## src/rtl/tcp_tx_stream_gen.sv

```systemverilog
// rtl/tcp_tx_stream_gen.sv - segmenting TCP TX traffic generator with status-driven retry
module tcp_tx_stream_gen #(
    parameter int  DATA_W    = 512,
    parameter int  MAX_RETRY = 4,
    parameter int  RETRY_GAP = 64,
    localparam int KEEP_W    = DATA_W / 8
) (
    input  logic              aclk,
    input  logic              areset,
    input  logic              start,
    input  logic [15:0]       cfg_session,
    input  logic [63:0]       cfg_total_bytes,
    input  logic [15:0]       cfg_pkt_len,
    output logic              m_tx_meta_valid,
    input  logic              m_tx_meta_ready,
    output logic [31:0]       m_tx_meta_data,
    output logic              m_tx_data_valid,
    input  logic              m_tx_data_ready,
    output logic [DATA_W-1:0] m_tx_data_data,
    output logic [KEEP_W-1:0] m_tx_data_keep,
    output logic              m_tx_data_last,
    input  logic              s_tx_status_valid,
    output logic              s_tx_status_ready,
    input  logic [63:0]       s_tx_status_data,
    output logic              busy,
    output logic              done,
    output logic              error,
    output logic [63:0]       bytes_sent,
    output logic [31:0]       pkts_sent,
    output logic [31:0]       retries,
    output logic [63:0]       tx_cycles
);

    localparam int KEEP_LOG = $clog2(KEEP_W);
    localparam int LANES    = DATA_W / 32;

    typedef enum logic [2:0] {
        S_IDLE,
        S_META,
        S_DATA,
        S_WAIT_STS,
        S_GAP,
        S_FINISH
    } state_t;

    state_t r_state;
    state_t w_next;

    logic [15:0] r_session;
    logic [63:0] r_total;
    logic [15:0] r_pkt_len;
    logic [15:0] r_cur_len;
    logic [15:0] r_beats;
    logic [15:0] r_beat_idx;
    logic [15:0] r_gap_cnt;
    logic [7:0]  r_retry_cnt;
    logic        r_error;
    logic [63:0] r_bytes_sent;
    logic [31:0] r_pkts_sent;
    logic [31:0] r_retries;
    logic [63:0] r_tx_cycles;

    logic [63:0]         w_remain;
    logic [63:0]         w_new_bytes;
    logic [15:0]         w_cur_len;
    logic [15:0]         w_beats;
    logic [KEEP_LOG-1:0] w_rem;
    logic [KEEP_W-1:0]   w_keep_last;
    logic                w_last_beat;
    logic                w_start_acc;
    logic                w_meta_hs;
    logic                w_data_hs;
    logic                w_sts_hs;
    logic                w_sts_match;
    logic                w_sts_ok;
    logic                w_busy;
    logic                w_unused_sts;

    // Packet sizing: the final packet shrinks to whatever is left of the total.
    assign w_remain    = r_total - r_bytes_sent;
    assign w_cur_len   = (w_remain < {48'd0, r_pkt_len}) ? w_remain[15:0] : r_pkt_len;
    assign w_beats     = (w_cur_len >> KEEP_LOG) + {15'd0, |w_cur_len[KEEP_LOG-1:0]};
    assign w_new_bytes = r_bytes_sent + {48'd0, r_cur_len};
    assign w_rem       = r_cur_len[KEEP_LOG-1:0];
    assign w_last_beat = (r_beat_idx == r_beats - 16'd1);

    assign w_start_acc = (r_state == S_IDLE) && start;
    assign w_meta_hs   = (r_state == S_META) && m_tx_meta_ready;
    assign w_data_hs   = (r_state == S_DATA) && m_tx_data_ready;
    assign w_sts_hs    = (r_state == S_WAIT_STS) && s_tx_status_valid;
    assign w_sts_match = (s_tx_status_data[15:0] == r_session);
    assign w_sts_ok    = (s_tx_status_data[63:61] == 3'd0);
    assign w_busy      = (r_state == S_META) || (r_state == S_DATA) ||
                         (r_state == S_WAIT_STS) || (r_state == S_GAP);

    // The echoed length and reserved status bits carry no information we act on.
    assign w_unused_sts = &{1'b0, s_tx_status_data[60:16]};

    assign busy       = w_busy;
    assign error      = r_error;
    assign bytes_sent = r_bytes_sent;
    assign pkts_sent  = r_pkts_sent;
    assign retries    = r_retries;
    assign tx_cycles  = r_tx_cycles;

    // Byte enables of a short final beat: the low (cur_len mod KEEP_W) bytes, or all when it divides evenly.
    always_comb begin
        w_keep_last = '1;
        if (w_rem != '0) begin
            for (int i = 0; i < KEEP_W; i++) begin
                w_keep_last[i] = (KEEP_LOG'(i) < w_rem);
            end
        end
    end

    // State register; reset drops every valid immediately since they decode from state.
    always_ff @(posedge aclk or posedge areset) begin
        if (areset) begin
            r_state <= S_IDLE;
        end else begin
            r_state <= w_next;
        end
    end

    // Next-state and handshake outputs; everything is decoded from registers, never from ready.
    always_comb begin
        w_next            = r_state;
        m_tx_meta_valid   = 1'b0;
        m_tx_meta_data    = 32'd0;
        m_tx_data_valid   = 1'b0;
        m_tx_data_data    = '0;
        m_tx_data_keep    = '0;
        m_tx_data_last    = 1'b0;
        s_tx_status_ready = 1'b0;
        done              = 1'b0;
        case (r_state)
            S_IDLE: begin
                if (start) begin
                    if (cfg_total_bytes == 64'd0) begin
                        w_next = S_FINISH;
                    end else if (cfg_pkt_len != 16'd0) begin
                        w_next = S_META;
                    end
                end
            end
            S_META: begin
                m_tx_meta_valid = 1'b1;
                m_tx_meta_data  = {w_cur_len, r_session};
                if (m_tx_meta_ready) begin
                    w_next = S_DATA;
                end
            end
            S_DATA: begin
                m_tx_data_valid = 1'b1;
                m_tx_data_data  = {LANES{r_pkts_sent[15:0], r_beat_idx}};
                m_tx_data_keep  = w_last_beat ? w_keep_last : '1;
                m_tx_data_last  = w_last_beat;
                if (m_tx_data_ready && w_last_beat) begin
                    w_next = S_WAIT_STS;
                end
            end
            S_WAIT_STS: begin
                s_tx_status_ready = 1'b1;
                if (s_tx_status_valid && w_sts_match) begin
                    if (w_sts_ok) begin
                        w_next = (w_new_bytes == r_total) ? S_FINISH : S_META;
                    end else if (r_retry_cnt == 8'(MAX_RETRY)) begin
                        w_next = S_IDLE;
                    end else begin
                        w_next = S_GAP;
                    end
                end
            end
            S_GAP: begin
                if (r_gap_cnt == 16'(RETRY_GAP - 1)) begin
                    w_next = S_META;
                end
            end
            S_FINISH: begin
                done   = 1'b1;
                w_next = S_IDLE;
            end
            default: begin
                w_next = S_IDLE;
            end
        endcase
    end

    // Job configuration, per-packet bookkeeping and the host-visible counters.
    always_ff @(posedge aclk or posedge areset) begin
        if (areset) begin
            r_session    <= 16'd0;
            r_total      <= 64'd0;
            r_pkt_len    <= 16'd0;
            r_cur_len    <= 16'd0;
            r_beats      <= 16'd0;
            r_beat_idx   <= 16'd0;
            r_gap_cnt    <= 16'd0;
            r_retry_cnt  <= 8'd0;
            r_error      <= 1'b0;
            r_bytes_sent <= 64'd0;
            r_pkts_sent  <= 32'd0;
            r_retries    <= 32'd0;
            r_tx_cycles  <= 64'd0;
        end else begin
            if (w_start_acc) begin
                r_session    <= cfg_session;
                r_total      <= cfg_total_bytes;
                r_pkt_len    <= cfg_pkt_len;
                r_bytes_sent <= 64'd0;
                r_pkts_sent  <= 32'd0;
                r_retries    <= 32'd0;
                r_tx_cycles  <= 64'd0;
                r_retry_cnt  <= 8'd0;
                r_error      <= (cfg_total_bytes != 64'd0) && (cfg_pkt_len == 16'd0);
            end
            if (w_busy) begin
                r_tx_cycles <= r_tx_cycles + 64'd1;
            end
            if (w_meta_hs) begin
                r_cur_len  <= w_cur_len;
                r_beats    <= w_beats;
                r_beat_idx <= 16'd0;
            end
            if (w_data_hs) begin
                r_beat_idx <= r_beat_idx + 16'd1;
            end
            if (w_sts_hs && w_sts_match) begin
                if (w_sts_ok) begin
                    r_bytes_sent <= w_new_bytes;
                    r_pkts_sent  <= r_pkts_sent + 32'd1;
                    r_retry_cnt  <= 8'd0;
                end else begin
                    r_retries <= r_retries + 32'd1;
                    if (r_retry_cnt == 8'(MAX_RETRY)) begin
                        r_error <= 1'b1;
                    end else begin
                        r_retry_cnt <= r_retry_cnt + 8'd1;
                    end
                end
            end
            r_gap_cnt <= (r_state == S_GAP) ? r_gap_cnt + 16'd1 : 16'd0;
        end
    end

endmodule

```

## config.mk

```make
export PLATFORM = sky130hd
export DESIGN_NAME = tcp_tx_stream_gen
export DESIGN_NICKNAME = d
export VERILOG_FILES = /design/src/rtl/tcp_tx_stream_gen.sv
export SDC_FILE = /design/constraint.sdc
export NUM_CORES = 1
export LEC_CHECK = 0
export CAP_MARGIN = 30
export CELL_PAD_IN_SITES_DETAIL_PLACEMENT = 0
export CELL_PAD_IN_SITES_GLOBAL_PLACEMENT = 1
export CORE_AREA = 2 2 381 383
export CTS_BUF_LIST = sky130_fd_sc_hd__clkbuf_8
export CTS_CLUSTER_DIAMETER = 50
export CTS_CLUSTER_SIZE = 40
export DETAILED_ROUTE_END_ITERATION = 12
export DIE_AREA = 0 0 383 385
export PLACE_DENSITY = 0.58
export SYNTH_ARGS = -nofsm -noshare
export SYNTH_HDL_FRONTEND = slang
export SYNTH_SLANG_ARGS = --single-unit
```

## constraint.sdc

```tcl
create_clock -name aclk -period 17.4 [get_ports aclk]
set_input_delay 5.22 -clock aclk [delete_from_list [all_inputs] [get_ports aclk]]
set_output_delay 5.22 -clock aclk [all_outputs]
set_load 0.05 [all_outputs]
```

==> results.ini <==
[run_status]
outcome = completed

[cts]
clock-sinks = 359
cts_setup_buffers = 0
cts.clk_slew.worst_paths_ns = 0.07
cts_tree = done
cts_buffers = 73
ctsHoldBuffers = 0
clk_latency_ns = 0.77
htreeDepth = 3
cts_buffer_depth = 3
cts-resized-gates = 0
cts-root-buf = clkbuf_8

[worst_hold_path]
whs_path_depth = 1
min_path_type = flip-flop to flip-flop
hp-start = r_gap_cnt[0]
hold_end = r_gap_cnt[0]

[global_route]
use_met2_pct = 34.04
met3_usage_pct = 3.664
overflow = 0
grt_pass1_vias = 27930
grt_antenna_before_repair = 11
grt_max_degree = 149
grt_pass1_wl_um = 215000
busiest_layer = met2
gr-usage-all-layers_pct = 20.11
gr-usage-met1_pct = 25.51

[detailed_routing]
vias = 29590
drc = 0
post_drt_wl_per_cell_um = 24.94
ant_nets = 0
dr.pass1.iters = 6
routed_wl_um = 154800
drtIter0Drc = 2314
via_per_inst = 4.767

[die]
die_w_um = 383
core-area_um2 = 143100
initial_core_util_pct = 20.82
die_h_um = 385
ios = 973
die-area_um2 = 147500
row_count = 139

[critical_path]
crit_type = flip-flop to output port
cp-start-kind = flip-flop
r2r_start = r_total[0]
critPathCaptureType = output port
crit_path_max_fanout = 19
arrival_ns = 8.20
r2r_end = r_beats[8]
required_ns = 12.18
r2r_setup_slack_ns = 9.18
rr_worst_depth = 30

[cells_and_area]
area_growth_pct = 32.12
drive_gt1_share_pct = 5.443
nFillCells = 15450
fin_nets = 4510
stdcell_area_um2 = 39370

[placement]
dp.final_hpwl_um = 124400
preCtsSetupSlack_ns = 4.827
port_buffers = 927
place.gp.congestion = 0.9302
dpl-instance-area_um2 = 37610

[synth]
ys_async_sr_fraction_pct = 100.0
synth-edff-count = 0
synthFlopType = dfrtp_1
syn_area_um2 = 29800
syn-num-nets = 4116
synth_cell_types = 93
synth_seq_cells = 359
syn_avg_cell_area_um2 = 7.751
ys_warn_count = 0
yosysSeqAreaShare_pct = 30.15
synth_cells = 3844

[timing]
rsz0062_at_grt = false
min_period_ns = 13.42
max_freq_ghz = 0.07451
slew_viol_final = 0
clock_skew_ns = 0.05654
slew_headroom_pct = 32.30
timing.final.crit_share_pct = 77.13
tightestPinTransition_ns = 1.012
setup_ws_ns = 3.979
setup_violations = 0
hold_viol = 0
timing.setup.tns_ns = 0

[power]
p_leak_nw = 15.93
irDropWorstVdd_uv = 53.20
power_density_nw_per_um2 = 49.99

[job]
cap_violations = 0

==> how the worst max path moves through the flow <==
stage	endpoint	cells after the start	slack, ns	from
final	m_tx_meta_data[23]	23	3.98	r_total[0]
after global routing	m_tx_meta_data[23]	23	3.52	r_total[0]
after floorplan	bytes_sent[0]	1	2.22	areset
after detailed placement	m_tx_meta_data[23]	23	4.83	r_total[0]
after global placement	m_tx_meta_data[23]	23	4.80	r_total[0]
after CTS	m_tx_meta_data[23]	23	3.96	r_total[0]
==> per-stage QoR <==
stage               util (%)  instances  power [mW]  hold slack (ns)
global route           27.50       6205       2.044           0.5053
CTS                    27.48       6201       2.007           0.4804
finish                 27.50       6208       1.968           0.4787
global placement       26.19       6055      0.9114           0.4668
floorplan                  -       3844      0.8658           0.4473
detailed placement     26.28       6065      0.9113           0.4705
==> critical path, cell delays in order (launching register included) <==
cell and delay, ns:
dfrtp_1 0.40, inv_1 0.07, ha_1 0.18, inv_1 0.07
fa_1 0.42, a211oi_1 0.36, o21ai_0 0.33, a22oi_1 0.55
nand2_1 0.13, xor2_1 0.36, ha_1 0.32, nand2_1 0.06
o21ai_0 0.25, a221oi_1 0.31, o21ai_0 0.14, nand4b_1 0.20
a211o_1 0.25, a2111oi_0 0.27, nand4_1 0.24, or4_1 0.84
nor2_8 0.40, a21oi_1 0.29, nor2_1 0.17, clkdlybuf4s50_1 0.83
==> registers in the layout (all words and copies together) (netlist names), 8 cells and up <==
| register | cells |
|---|---|
| r_session | 16 |
| retries | 32 |
| r_retry_cnt | 8 |
| r_total | 64 |
| pkts_sent | 32 |
| bytes_sent | 64 |
| r_cur_len | 16 |
| r_gap_cnt | 16 |
| r_beat_idx | 16 |
| r_beats | 11 |
| tx_cycles | 64 |
| r_pkt_len | 16 |
==> cell type report <==
cell class / instances / area (um^2) / share of cell area, %
clock inverter: 56 / 619.3 / 1.573
timing repair buffer: 972 / 9683 / 24.60
tap: 1903 / 2381 / 6.049
sequential: 359 / 8984 / 22.82
antenna: 6 / 15.01 / 0.03814
inverter: 136 / 518.0 / 1.316
multi-input combinational: 2696 / 16060 / 40.81
clock buffer: 80 / 1101 / 2.797
==> kinds of logic after synthesis <==
kind of cell	count (synthesis)	synth area share, %
simple gates	1497	24.11
compound gates	850	17.77
buf+inv	789	16.10
flops	359	30.15
xor+xnor	212	6.282
fa+ha+maj	106	4.502
mux	31	1.092
==> placed cells by master (no fill, tap or decap), types with 14 or more instances in the layout <==
master and count:
clkdlybuf4s50_1 927, nand2_1 575, dfrtp_1 359, o21ai_0 288, nor2_1 229, nand3_1 215, a21oi_1 204, inv_1 139
xnor2_1 138, ha_1 104, nand4_1 102, clkbuf_8 80, xor2_1 73, nor3_1 67, and2_1 65, o31ai_1 57
and3_1 51, nor4_1 50, o211ai_1 50, a21o_1 38, buf_4 36, or3_1 33, a31oi_1 32, mux2i_1 28
a211oi_1 22, o21a_1 21, and4_1 18, or4_1 15, or2_2 14
==> cells in the mapped netlist, types with 10 or more instances <==
master    instances  area share (%)
or2_2            14            0.29
o21ai_0         288             4.8
nor4_1           51             1.1
o21bai_1         10            0.25
xor2_1           73             2.1
nor3_1           67             1.1
a211oi_1         22            0.55
o211ai_1         50             1.3
a31oi_1          32            0.67
xnor2_1         138             4.1
o21a_1           21            0.53
clkbuf_1        149             1.9
nand4_1         102             2.1
o221ai_1         10            0.29
a31o_2           10            0.29
or3_1            33            0.69
inv_1           133             1.7
or4_1            15            0.38
and3_1           52             1.1
nand3_1         215             3.6
nor2b_1          11            0.23
and2_1           66             1.4
a21o_1           38            0.96
nor2_1          231             2.9
mux2i_1          28            0.94
nand2_1         577             7.3
buf_2            15            0.25
buf_4           482              12
a21oi_1         204             3.4
dfrtp_1         359              30
o31ai_1          57             1.4
ha_1            104             4.4
and4_1           18            0.53
==> routing by layer <==
metal  up-vias  share of wire (%)
met1     14430                 42
met3       172                6.1
met2      1117                 48
met4         4                3.6
met5         -              0.014
li1      13870                  -
==> power by group <==
part           internal [mW]  switching (mW)  total, mW
logic                 0.0270          0.0324     0.0594
registers              0.835               0      0.835
clock network          0.593           0.481       1.07
No activity file was read; power rests on OpenSTA's default activity.
